## src/rtl/upsampling.sv

```systemverilog
// upsampling: 2x upsampler for the decoder path.
// Takes a sparse full-frame raster stream at level LEVEL+1 (valid where
// cnt[LEVEL:0] are all ones) and emits a level-LEVEL stream in which each input
// pixel covers its 2x2 output block. A double-banked block-row buffer holds one
// block row while the previous one is read back, so the output lags the input
// by 2^(LEVEL+1) frame lines plus a fixed 2-cycle pipeline.
//
// Ports:
//   clock       single clock
//   n_rst       asynchronous active-low reset
//   in_enable   input pixel valid strobe
//   in_pixels   UNITS channels, channel p at [p*FIXED_BITW +: FIXED_BITW]
//   in_vcnt     full-resolution input row
//   in_hcnt     full-resolution input column
//   out_enable  output pixel valid
//   out_pixels  upsampled pixel
//   out_vcnt    output row  ((in_vcnt - 2^(LEVEL+1)) mod W_HEIGHT, delayed 2)
//   out_hcnt    output column (in_hcnt delayed 2)
//
// Build option: define UPSAMPLE_ZERO_INSERT_EN for zero-insertion upsampling
// (value only at the bottom-right sub-position of each 2x2 block). Without it,
// the value is replicated to all four positions.
module upsampling #(
    parameter int WIDTH      = 16,
    parameter int HEIGHT     = 16,
    parameter int W_WIDTH    = 16,
    parameter int W_HEIGHT   = 16,
    parameter int FIXED_BITW = 8,
    parameter int UNITS      = 2,
    parameter int LEVEL      = 0,
    localparam int unsigned PW = FIXED_BITW * UNITS,
    localparam int unsigned HW = $clog2(W_WIDTH),
    localparam int unsigned VW = $clog2(W_HEIGHT)
) (
    input  logic          clock,
    input  logic          n_rst,
    input  logic          in_enable,
    input  logic [PW-1:0] in_pixels,
    input  logic [VW-1:0] in_vcnt,
    input  logic [HW-1:0] in_hcnt,
    output logic          out_enable,
    output logic [PW-1:0] out_pixels,
    output logic [VW-1:0] out_vcnt,
    output logic [HW-1:0] out_hcnt
);

    localparam int unsigned B     = 1 << (LEVEL + 1);
    localparam int unsigned DEPTH = W_WIDTH >> (LEVEL + 1);
    localparam int unsigned AW    = (DEPTH > 1) ? $clog2(DEPTH) : 1;

    // Sub-position masks: input-level block (LEVEL+1 bits) and output-level block (LEVEL bits).
    localparam logic [HW-1:0] H_IN_MASK  = HW'(B - 1);
    localparam logic [VW-1:0] V_IN_MASK  = VW'(B - 1);
    localparam logic [HW-1:0] H_OUT_MASK = HW'((1 << LEVEL) - 1);
    localparam logic [VW-1:0] V_OUT_MASK = VW'((1 << LEVEL) - 1);
    localparam logic [HW-1:0] H_LAST     = HW'(W_WIDTH - 1);

    // Elaboration-time sanity check on the geometry.
    if (WIDTH > W_WIDTH || HEIGHT > W_HEIGHT || LEVEL < 0 || B > W_WIDTH) begin : g_param_check
        $error("upsampling: inconsistent frame geometry parameters");
    end

    logic          wr_c;
    logic          swap_c;
    logic [AW-1:0] addr_c;

    logic          wsel;
    logic [1:0]    filled;
    logic          wr_any;

    logic [PW-1:0] rd_data;
    logic          rd_fill;
    logic [HW-1:0] hcnt_d1;
    logic [VW-1:0] vcnt_d1;
    logic          keep_c;

    logic [PW-1:0] mem [2][DEPTH];

    // Write on the last line/column of each input block; swap banks at the end of a block row.
    assign wr_c   = in_enable
                 && ((in_hcnt & H_IN_MASK) == H_IN_MASK)
                 && ((in_vcnt & V_IN_MASK) == V_IN_MASK);
    assign swap_c = (in_hcnt == H_LAST) && ((in_vcnt & V_IN_MASK) == V_IN_MASK);
    assign addr_c = AW'(in_hcnt >> (LEVEL + 1));

    // Block-row buffer storage; contents are masked by the filled flags, so no reset.
    always_ff @(posedge clock) begin
        if (wr_c) begin
            mem[wsel][addr_c] <= in_pixels;
        end
    end

    // Stage 1: bank control and synchronous read from the bank not being written.
    always_ff @(posedge clock or negedge n_rst) begin
        if (!n_rst) begin
            wsel    <= 1'b0;
            filled  <= 2'b00;
            wr_any  <= 1'b0;
            rd_data <= '0;
            rd_fill <= 1'b0;
            hcnt_d1 <= '0;
            vcnt_d1 <= '0;
        end else begin
            rd_data <= mem[~wsel][addr_c];
            rd_fill <= filled[~wsel];
            hcnt_d1 <= in_hcnt;
            vcnt_d1 <= in_vcnt - VW'(B);
            if (swap_c) begin
                // A write on the swap cycle itself still belongs to the finishing bank.
                filled[wsel] <= wr_any | wr_c;
                wsel         <= ~wsel;
                wr_any       <= 1'b0;
            end else if (wr_c) begin
                wr_any <= 1'b1;
            end
        end
    end

    // Selects which positions of the 2x2 output block carry the buffered value.
`ifdef UPSAMPLE_ZERO_INSERT_EN
    assign keep_c = hcnt_d1[LEVEL] && vcnt_d1[LEVEL];
`else
    assign keep_c = 1'b1;
`endif

    // Stage 2: output register.
    always_ff @(posedge clock or negedge n_rst) begin
        if (!n_rst) begin
            out_enable <= 1'b0;
            out_pixels <= '0;
            out_vcnt   <= '0;
            out_hcnt   <= '0;
        end else begin
            out_enable <= ((hcnt_d1 & H_OUT_MASK) == H_OUT_MASK)
                       && ((vcnt_d1 & V_OUT_MASK) == V_OUT_MASK);
            out_pixels <= (rd_fill && keep_c) ? rd_data : '0;
            out_vcnt   <= vcnt_d1;
            out_hcnt   <= hcnt_d1;
        end
    end

endmodule

```

## config.mk

```make
export PLATFORM = sky130hd
export DESIGN_NAME = upsampling
export DESIGN_NICKNAME = d
export VERILOG_FILES = /design/src/rtl/upsampling.sv
export SDC_FILE = /design/constraint.sdc
export NUM_CORES = 1
export LEC_CHECK = 0
export CORE_MARGIN = 3
export CORE_UTILIZATION = 60
export CTS_BUF_LIST = sky130_fd_sc_hd__clkbuf_4 sky130_fd_sc_hd__clkbuf_8 sky130_fd_sc_hd__clkbuf_16
export DETAILED_ROUTE_END_ITERATION = 10
export GPL_TIMING_DRIVEN = 0
export PLACE_DENSITY = 0.79
export SYNTH_ARGS = -nofsm -noshare
export SYNTH_HDL_FRONTEND = slang
export SYNTH_SLANG_ARGS = --single-unit
```

## constraint.sdc

```tcl
create_clock -name clock -period 3.4 [get_ports clock]
set_input_delay 0.51 -clock clock [delete_from_list [all_inputs] [get_ports clock]]
set_output_delay 0.51 -clock clock [all_outputs]
set_load 0.03 [all_outputs]
```

; After elaboration in Yosys (flattened, before gate mapping)
; Memory sizes are Yosys's and may differ from the RTL's.
; Index checks and enable logic that the tools add are counted.
; Widths: inputs -> output; s select.
[classes]
addsub = 1
n_mul = 0
div = 0
magnitude_cmp = 5
n_eq_ne = 1
shift = 0
n_mux = 15
bitwise = 3
n_reduce_logical = 6
[ops]
columns = operator, count
row1 = $mux 128, 1
row2 = $mux 16, 4
row3 = $bmux 16 s3, 1
row4 = $demux 16 s3, 1
row5 = $mux 1, 6
row6 = $logic_and 1x1->1, 5
row7 = $eq 4x4->1 const B, 1
row8 = $ge 4x4->1 const B, 1
row9 = $lt 1x2->1 const B, 2
row10 = $lt 4x1->1 const B, 1
row11 = $not 3->4, 1
row12 = $sub 4x2->4 const B, 1
row13 = $bwmux 2, 1
row14 = $reduce_bool 2->1, 1
row15 = $demux 1 s1, 1
row16 = $ge 1x1->1 const B, 1
row17 = $not 1->1, 1
row18 = $or 1x1->1, 1
[word_totals]
reg_bits = 54
latchBits = 0
ramBits = 256
mem_bits_ro = 0
input_bits = 27
out_inout_bits = 25
mem_count = 1
[memory_table]
columns = name, words, width, rd, rd_clocked_by_memory_dff, wr, line_no
row1 = mem, 2, 128, 1, 0, 1, 77  ; logic [PW-1:0] mem [2][DEPTH];

; Depth between registers and ports, before layout
; Gate-level depths: netlist of run 1.
[logic_depth]
ltp_word = 6
ltp_mapped = 6

; Worst setup path after synthesis of run 1
; Ideal clock, no wire load.
[synth_path]
path_type = register to register
start = register wsel
end = memory mem[0][112] (netlist name) (enable)
arrival_ps = 2320
path_slack_ps = 670
path_stages_with_launch = 6
path_buffers = 2
period_less_slack_ps = 2730
cell_sequence = dfrtp_1 buf_6 buf_2 or2_2 nand2b_1 nor3_1
[synth_rtl]
columns = item, line_no
row1 = start: declaration, 67  ; logic wsel;
row2 = start signal: assignment, 111  ; wsel <= ~wsel;
row3 = end: declaration, 77
; No word-level cell before the write port.

; Worst setup path in the final report of run 1
[layout_path]
start = input in_hcnt[2]
end = memory mem[0][107] (netlist name) (enable)
[layout_via]
elab_chain_len = 6
word_cells_on_any_way = 7
classes_between = order compare (2) / mux (3) / bitwise (1) / reduce/logical (1)
[layout_rtl]
columns = item, line_no
row1 = start: declaration, 40  ; input logic [HW-1:0] in_hcnt,
row2 = $not 3->4 (implied by the code) (*), 89  ; mem[wsel][addr_c] <= in_pixels;
row3 = $ge 4x4->1 (implied by the code) or $lt 4x1->1 (tied branches), 89
row4 = $logic_and 1x1->1 (implied by the code), 89
row5 = $mux 16 (implied by the code), 89
row6 = $demux 16 s3 (*), 89
row7 = $mux 128 (implied by the code) (*), 89
; Every way passes the cells marked *; elsewhere a longest branch is shown, timed or not.

==> impl_metrics.ini, run 1 <==
[place]
place.gp.congestion = 0.786
dp_hpwl_um = 14800
port_buffers = 51

[cts]
cts.repair.resized = 0
clkTransAtPathRegs_ns = 0.06
numCtsBuffers = 30
clock_latency_ns = 0.55
cts_buffer_depth = 3
cts_tree = done
cts-root-buf = clkbuf_16
cts.sinks = 310
htreeDepth = 1
postCtsSetupBuffers = 0

[sta]
hold_viol_final = 0
slew_headroom = 0.305
fmax_ghz = 0.350
tightest_slew_ns = 1.04
rsz0062_at_grt = false
fin_worst_skew_ns = 0.00972
slew_violations = 0
finalSetupViolCount = 0
min_period_ns = 2.85
layout_worst_path_cycle_share = 0.840

[global_route]
grt_pass1_wl_um = 36200
grt_max_degree = 37
antenna_found_initial = 0
track_usage = 0.235
grt_pass1_vias = 5866
grt_overflow_total = 0

[route]
final_antenna_net_count = 0
drt_iter0_drc = 701
via_count = 5731
viasPerCell = 6.32
drc_errors = 0
wl_per_cell_um = 25.9
dr.pass1.iters = 7
drt_wl_total_um = 23500

[setup_path]
path_cells = clkdlybuf4s50_1 > clkbuf_1 > clkbuf_1 > buf_1 > nor3_2 > buf_6
worstSetupStartpointType = input port
crit_cells = 6
r2r_slack_ns = 0.57
critPathBufInv = 5
crit_path_top_delay_cell = nor3_2
startpoint = in_hcnt[2]
r2r_start = wsel
critPathRequiredTime_ns = 3.66
critPathMaxFanout = 10
endpoint = mem[0][107]
critPathMaxStageDelay_ns = 0.92
cp_top_family = buffers and inverters
path_class = in -> reg
crit_arrival_ns = 3.11
r2r_end = mem[0][107]
r2r_cells = 7
crit_path_end_kind = register
crit_top_cell = clkbuf_1

[logic_synthesis]
synth_nets = 578
synth_top_area_cell = edfxtp_1
synth_edf_count = 256
ys_seq_area_frac = 0.785
synth.avg_cell_area_um2 = 20.9
synth_fa_ha_area_frac = 0.00109
synth_compound_area_frac = 0.0274
synth_top_family_by_area = multiplexers
synthFlopType = edfxtp_1
synth_cell_types = 30
synth_simple_gate_area_frac = 0.0266
synth.area.top_cells = edfxtp_1 67%, dfrtp_1 12%, mux4_2 5.7%
synth_xor_area_frac = 0.00152
yosys.area.top_type_share = 0.668
netlist_instances = 550
synth-seq-cells = 310
ys_warn_count = 0
synthMuxAreaShare = 0.142
mappedNetlistArea_um2 = 11500
synthArstFlopShare = 0.174

[pwr]
peakVddDrop_mv = 0.361
power_leakage_nw = 4.69
p_total_mw = 8.93
cellPowerDensity_nw_per_um2 = 657

[min_path]
worstHoldPathCells = 0
hold_class = reg -> reg

[final_layout]
n_antenna_cell = 0
layout_commonest_cell = edfxtp_1
final_cell_mix = 256 x edfxtp_1, 54 x dfrtp_1, 51 x mux2_2, 50 x clkdlybuf4s50_1, 32 x clkbuf_16
syn_to_final_growth_pct = 18.2
drive_gt1_frac = 0.278
post-route-util = 0.725
layout.nets = 677
num-fill-cells = 1077

[floorplan]
initial_utilization = 0.613
pin_count = 52
std_cell_rows = 50
die_area_um2 = 20900
fp.dieH_um = 144
die_x_um = 144
fp.coreArea_um2 = 18800

[status]
status = completed

[job]
maxCapViolations = 0
worst min-delay path by stage:
stage | to | start
after floorplan | filled[0] | n_rst
after global placement | out_hcnt[0] | hcnt_d1[0]
after detailed placement | out_hcnt[3] | hcnt_d1[3]
after CTS | out_hcnt[1] | hcnt_d1[1]
after global routing | out_hcnt[1] | hcnt_d1[1]
final | out_vcnt[2] | vcnt_d1[2]
cells by family (layout without fill, tap and decap cells):
kind of cell    count (synthesis)  count (layout)
fa+ha+maj                       1               1
buf+inv                        31             154
other cells                     1               1
xor+xnor                        2               2
flops                         310             310
mux                           103             103
compound gates                 44              44
simple gates                   58              58
metal layers:
| metal | up-vias | part of all wire | GRT usage |
|---|---|---|---|
| met2 | 312 | 0.49 | 0.375 |
| met4 | 0 | 0.019 | 0.0609 |
| li1 | 2419 | - | - |
| met5 | - | 0 | 0 |
| met3 | 50 | 0.088 | 0.0420 |
| met1 | 2950 | 0.40 | 0.345 |
cells in the mapped netlist, types with 6 or more instances:
cell type,count
mux4_1,11
o221ai_1,12
nand2_1,6
clkbuf_1,8
o22ai_1,24
a22oi_1,8
mux4_2,29
mux2i_1,12
dfrtp_1,54
and2_1,17
buf_2,12
edfxtp_1,256
mux2_2,51
nand2b_1,6
nor3_1,6
nor2_1,12
timing repair:
item / in CTS / in global routing
hold buffers: 1 / 0
endpoints found under the hold margin: 18 / 0
endpoints found under the setup margin: 0 / 0
sequential cells by signal, summed over array words and instances (netlist names):
register	count
mem	256
out_pixels	16
rd_data	16
hcnt_d1	4
out_hcnt	4
out_vcnt	4
vcnt_d1	4
filled	2
out_enable	1
rd_fill	1
wr_any	1
wsel	1
metrics by stage:
step	setup TNS (ns)	cells	setup slack (ns)	hold WS [ns]	area, µm²
2_1_floorplan	0	550	0.670	0.214	11500
3_3_place_gp	-87.82	835	-1.22	0.332	12300
3_5_place_dp	-0.0795	850	-0.0107	0.336	12500
4_1_cts	0	907	0.540	0.351	13600
5_1_grt	0	907	0.386	0.358	13600
6_report	0	907	0.545	0.350	13600
worst reg2reg max path: cells and delay by family, from the launching register on:
family	cells	cell delay, ns
buffers and inverters	5	1.14
and+or+nand+nor	2	1.01
DFF	1	0.37
layout make-up:
cell class / instances / area, µm² / share of cell area
plain buffers: 27 / 163 / 0.0120
repair buffers: 67 / 708 / 0.0521
flip-flops and latches: 310 / 9040 / 0.665
inverters: 4 / 15.0 / 0.00110
clock buffers: 55 / 1040 / 0.0766
multi-input cells: 209 / 2340 / 0.172
well taps: 234 / 293 / 0.0215
clock inverters: 1 / 5.00 / 0.000368
power by group:
group	internal (mW)	switching, mW	total, mW
clock network	2.05	1.31	3.36
logic	0.522	0.701	1.22
registers	4.30	0.0521	4.35
total	6.87	2.06	8.93
Power figures use the tool's default switching activity.
==> run 2, diff against run 1 <==
CORE_UTILIZATION = 54   (was 60)
PLACE_DENSITY = 0.75   (was 0.79)
clock period = 2.4 ns   (was 3.4 ns; I/O delays follow)
==> impl_metrics.ini, run 2 (same netlist as run 1, synthesis figures left out) <==
[global_route]
track_usage = 0.191
grt_max_degree = 41
antenna_found_initial = 0
grt_pass1_vias = 5730
grt_overflow_total = 0
grt_pass1_wl_um = 33900

[pwr]
peakVddDrop_mv = 0.517
p_total_mw = 12.3
cellPowerDensity_nw_per_um2 = 902
power_leakage_nw = 4.64

[final_layout]
syn_to_final_growth_pct = 18.3
drive_gt1_frac = 0.277
n_antenna_cell = 0
largest_reg_flops = 256
reg_top3 = mem (256), out_pixels (16), rd_data (16)
final_cell_mix = 256 x edfxtp_1, 54 x dfrtp_1, 51 x mux2_2, 50 x clkdlybuf4s50_1
layout_commonest_cell = edfxtp_1
fin_area_um2 = 13600
post-route-util = 0.662
layout.nets = 673
largest-register = mem

[route]
dr.pass1.iters = 5
drc_errors = 0
via_count = 5492
final_antenna_net_count = 0
drt_iter0_drc = 476
wl_per_cell_um = 23.3
viasPerCell = 5.86
drt_wl_total_um = 21900

[floorplan]
die_x_um = 152
initial_utilization = 0.560
fp.dieH_um = 152
std_cell_rows = 52
fp.coreArea_um2 = 20600
die_area_um2 = 23100
pin_count = 52

[setup_path]
path_class = reg -> reg
crit_arrival_ns = 2.59
worstSetupStartpointType = register
crit_path_end_kind = register
critPathMaxFanout = 12
critPathRequiredTime_ns = 2.64

[cts]
cts_tree = done
cts.sinks = 310
htreeDepth = 1
cts_buffer_depth = 3
cts-root-buf = clkbuf_16
clock_latency_ns = 0.54
numCtsBuffers = 29
clkTransAtPathRegs_ns = 0.06

[sta]
layout_worst_path_cycle_share = 0.979
slew_headroom = 0.556
min_period_ns = 2.35
fin_tns_setup_ns = 0
fmax_ghz = 0.426
slew_violations = 0
hold_viol_final = 0
tightest_slew_ns = 0.667
fin_worst_skew_ns = 0.0192
finalSetupViolCount = 0

[job]
maxCapViolations = 0

[place]
postPlaceCellArea_um2 = 12600
dp_hpwl_um = 14300
place.gp.congestion = 0.772
port_buffers = 51

[status]
status = completed

[min_path]
hold_class = in -> async
[run 2: cell count changes in the layout (fill, tap and decap cells not counted), moves of 4 or more]
cell | previous run | this run
clkbuf_8 | 11 | 2
nor2_4 | 0 | 7
clkinv_2 | 1 | 7
nor2_2 | 10 | 4
buf_6 | 13 | 8
clkbuf_4 | 12 | 8
nor3_2 | 4 | 0
nor3_4 | 0 | 4
[run 2: metal layers]
layer / GRT usage / up-vias / share of wire
met1: 0.266 / 2823 / 0.41
met5: 0 / - / 0
li1: - / 2417 / -
met3: 0.0438 / 44 / 0.077
met4: 0.0608 / 0 / 0.025
met2: 0.305 / 208 / 0.48
[run 2: layout make-up]
type                       count  area, µm²
tap                          270        338
inverter                       4       15.0
multi-input combinational    209       2410
fill                        1314       6950
sequential                   310       9040
timing repair buffer          64        696
clock buffer                  39        813
clock inverter                15        129
buffer                        27        169
[run 2: through the flow]
step / instances / hold WS, ns / setup slack, ns
floorplan: 550 / 0.0644 / -0.145
global placement: 871 / 0.332 / -1.82
detailed placement: 881 / 0.304 / -0.896
CTS: 936 / 0.289 / -0.155
global route: 938 / 0.312 / -0.0175
finish: 938 / 0.291 / 0.0511
[run 2: worst paths after layout]
| kind | startpoint | to | slack [ns] | cells after the start |
|---|---|---|---|---|
| max in group asynchronous | n_rst | rd_data[14] | 1.58 | 3 |
| min in group clock | in_hcnt[2] | hcnt_d1[2] | 0.32 | 1 |
| worst max register to register | wsel | mem[0][80] | 0.05 | 6 |
| worst min-delay path | n_rst | hcnt_d1[2] | 0.29 | 2 |
| worst max-delay path | wsel | mem[0][80] | 0.05 | 6 |
| worst min register to register | hcnt_d1[2] | out_hcnt[2] | 0.35 | 0 |
[run 2: worst max-delay path, stage by stage (launching register included)]
cell and delay (ns):
dfrtp_1 0.38, buf_6 0.14, buf_2 0.20, or2_2 0.37
nand2b_1 0.34, nor2_2 0.40, buf_8 0.22
[run 2: timing repair]
action,in CTS,in global routing
hold endpoints to repair,14,0
pin swaps,0,2
setup endpoints to repair,119,158
buffers inserted,0,2
hold buffers,1,0
resized for setup,9,10
[run 2: report_power, final]
part | switching [mW] | internal (mW)
sequential | 0.0727 | 6.09
clock | 1.81 | 2.59
combinational | 0.977 | 0.749
total | 2.85 | 9.43
==> run 3, diff against run 2 <==
CORE_UTILIZATION = 64   (was 54)
CTS_BUF_LIST = default   (was sky130_fd_sc_hd__clkbuf_4 sky130_fd_sc_hd__clkbuf_8 sky130_fd_sc_hd__clkbuf_16)
PLACE_DENSITY = 0.84   (was 0.75)
clock period = 2.77 ns   (was 2.4 ns; I/O delays follow)
==> impl_metrics.ini, run 3 (same netlist as run 1, synthesis figures left out) <==
[status]
status = completed

[setup_path]
path_class = in -> reg
crit_arrival_ns = 2.89
critPathBufInv = 5
cp_top_family = buffers and inverters
critPathMaxFanout = 10
crit_top_cell = clkbuf_1
worstSetupStartpointType = input port
crit_path_top_delay_cell = nor3_2
critPathMaxStageDelay_ns = 0.83
crit_path_end_kind = register
path_cells = clkdlybuf4s50_1 > clkbuf_1 > clkbuf_1 > buf_1 > nor3_2 > buf_8
critPathRequiredTime_ns = 3.01

[final_layout]
layout.nets = 672
num-fill-cells = 855
layout_commonest_cell = edfxtp_1
multi_input_area_um2 = 2360
largest_reg_flops = 256
post-route-util = 0.772
syn_to_final_growth_pct = 17.2
largest-register = mem
n_antenna_cell = 0
drive_gt1_frac = 0.262
ff_latch_area_um2 = 9040
final_cell_mix = 256 x edfxtp_1, 54 x dfrtp_1, 51 x mux2_2, 50 x clkdlybuf4s50_1
reg_top3 = mem (256), out_pixels (16), rd_data (16)

[pwr]
cellPowerDensity_nw_per_um2 = 804
peakVddDrop_mv = 0.771
power_leakage_nw = 4.62

[floorplan]
fp.dieH_um = 140
fp.coreArea_um2 = 17500
std_cell_rows = 48
die_x_um = 140
pin_count = 52
initial_utilization = 0.659
die_area_um2 = 19600

[route]
final_antenna_net_count = 0
via_count = 5878
drt_wl_total_um = 24300
drt_iter0_drc = 798
drc_errors = 0
viasPerCell = 6.59
dr.pass1.iters = 5
wl_per_cell_um = 27.3

[cts]
cts-root-buf = clkbuf_16
htreeDepth = 1
clock_latency_ns = 0.55
cts_buffer_depth = 3
numCtsBuffers = 29
cts.sinks = 310
cts_tree = done
clkTransAtPathRegs_ns = 0.06
postCtsSetupBuffers = 0

[sta]
fin_worst_skew_ns = 0.0182
hold_viol_final = 0
tightest_slew_ns = 1.02
layout_worst_path_cycle_share = 0.956
min_period_ns = 2.65
fmax_ghz = 0.378
finalSetupViolCount = 0
slew_violations = 0
fin_ws_ns = 0.122
slew_headroom = 0.322
rsz0062_at_grt = false

[place]
dp_hpwl_um = 15300
post-place-ws_ns = -0.594
place.gp.congestion = 0.801
port_buffers = 51

[global_route]
grt_pass1_vias = 6058
antenna_found_initial = 0
grt_pass1_wl_um = 37000
grt_max_degree = 30
grt_overflow_total = 0
track_usage = 0.252

[min_path]
hold_class = reg -> reg

[job]
maxCapViolations = 0
==> run 3: routing by layer <==
layer,part of all wire,GRT usage
met1,0.38,0.363
met3,0.096,0.0382
met5,0,0
met4,0.027,0.0801
met2,0.50,0.409
==> run 3: layout make-up <==
| cell class | instances | area share |
|---|---|---|
| inverter | 4 | 0.00111 |
| sequential | 310 | 0.670 |
| tap | 225 | 0.0209 |
| buffer | 27 | 0.0121 |
| timing repair buffer | 63 | 0.0497 |
| clock buffer | 40 | 0.0606 |
| multi-input combinational | 209 | 0.175 |
| clock inverter | 14 | 0.0109 |
==> run 3: final timing paths <==
path	slack, ns	from	cells after the start	to
max reg2reg	0.14	wsel	6	mem[0][125]
min	0.35	vcnt_d1[3]	0	out_vcnt[3]
min reg2reg	0.35	vcnt_d1[3]	0	out_vcnt[3]
min in group asynchronous	0.43	n_rst	2	out_pixels[10]
max in group asynchronous	1.75	n_rst	3	wsel
max	0.12	in_hcnt[2]	6	mem[0][125]
==> run 3: repair_timing <==
action / CTS / global route
gates resized for setup: 2 / 5
hold endpoints to repair: 25 / 0
hold buffers: 1 / 0
endpoints found under the setup margin: 18 / 55
==> run 3: stage by stage <==
step	total power, mW	instances	hold slack, ns	TNS (ns)	instance area (µm²)
2_1_floorplan	6.34	550	0.120	0	11500
5_1_grt	11.1	892	0.350	0	13500
4_1_cts	10.9	892	0.344	0	13500
6_report	10.8	892	0.349	0	13500
3_5_place_dp	6.93	837	0.335	-60.80	12500
3_3_place_gp	6.84	826	0.331	-215.53	12300
==> run 3: where the power goes <==
group	leakage (nW)	internal (mW)	switching (mW)
clock network	0.482	2.34	1.64
logic	1.17	0.640	0.876
registers	2.96	5.27	0.0747
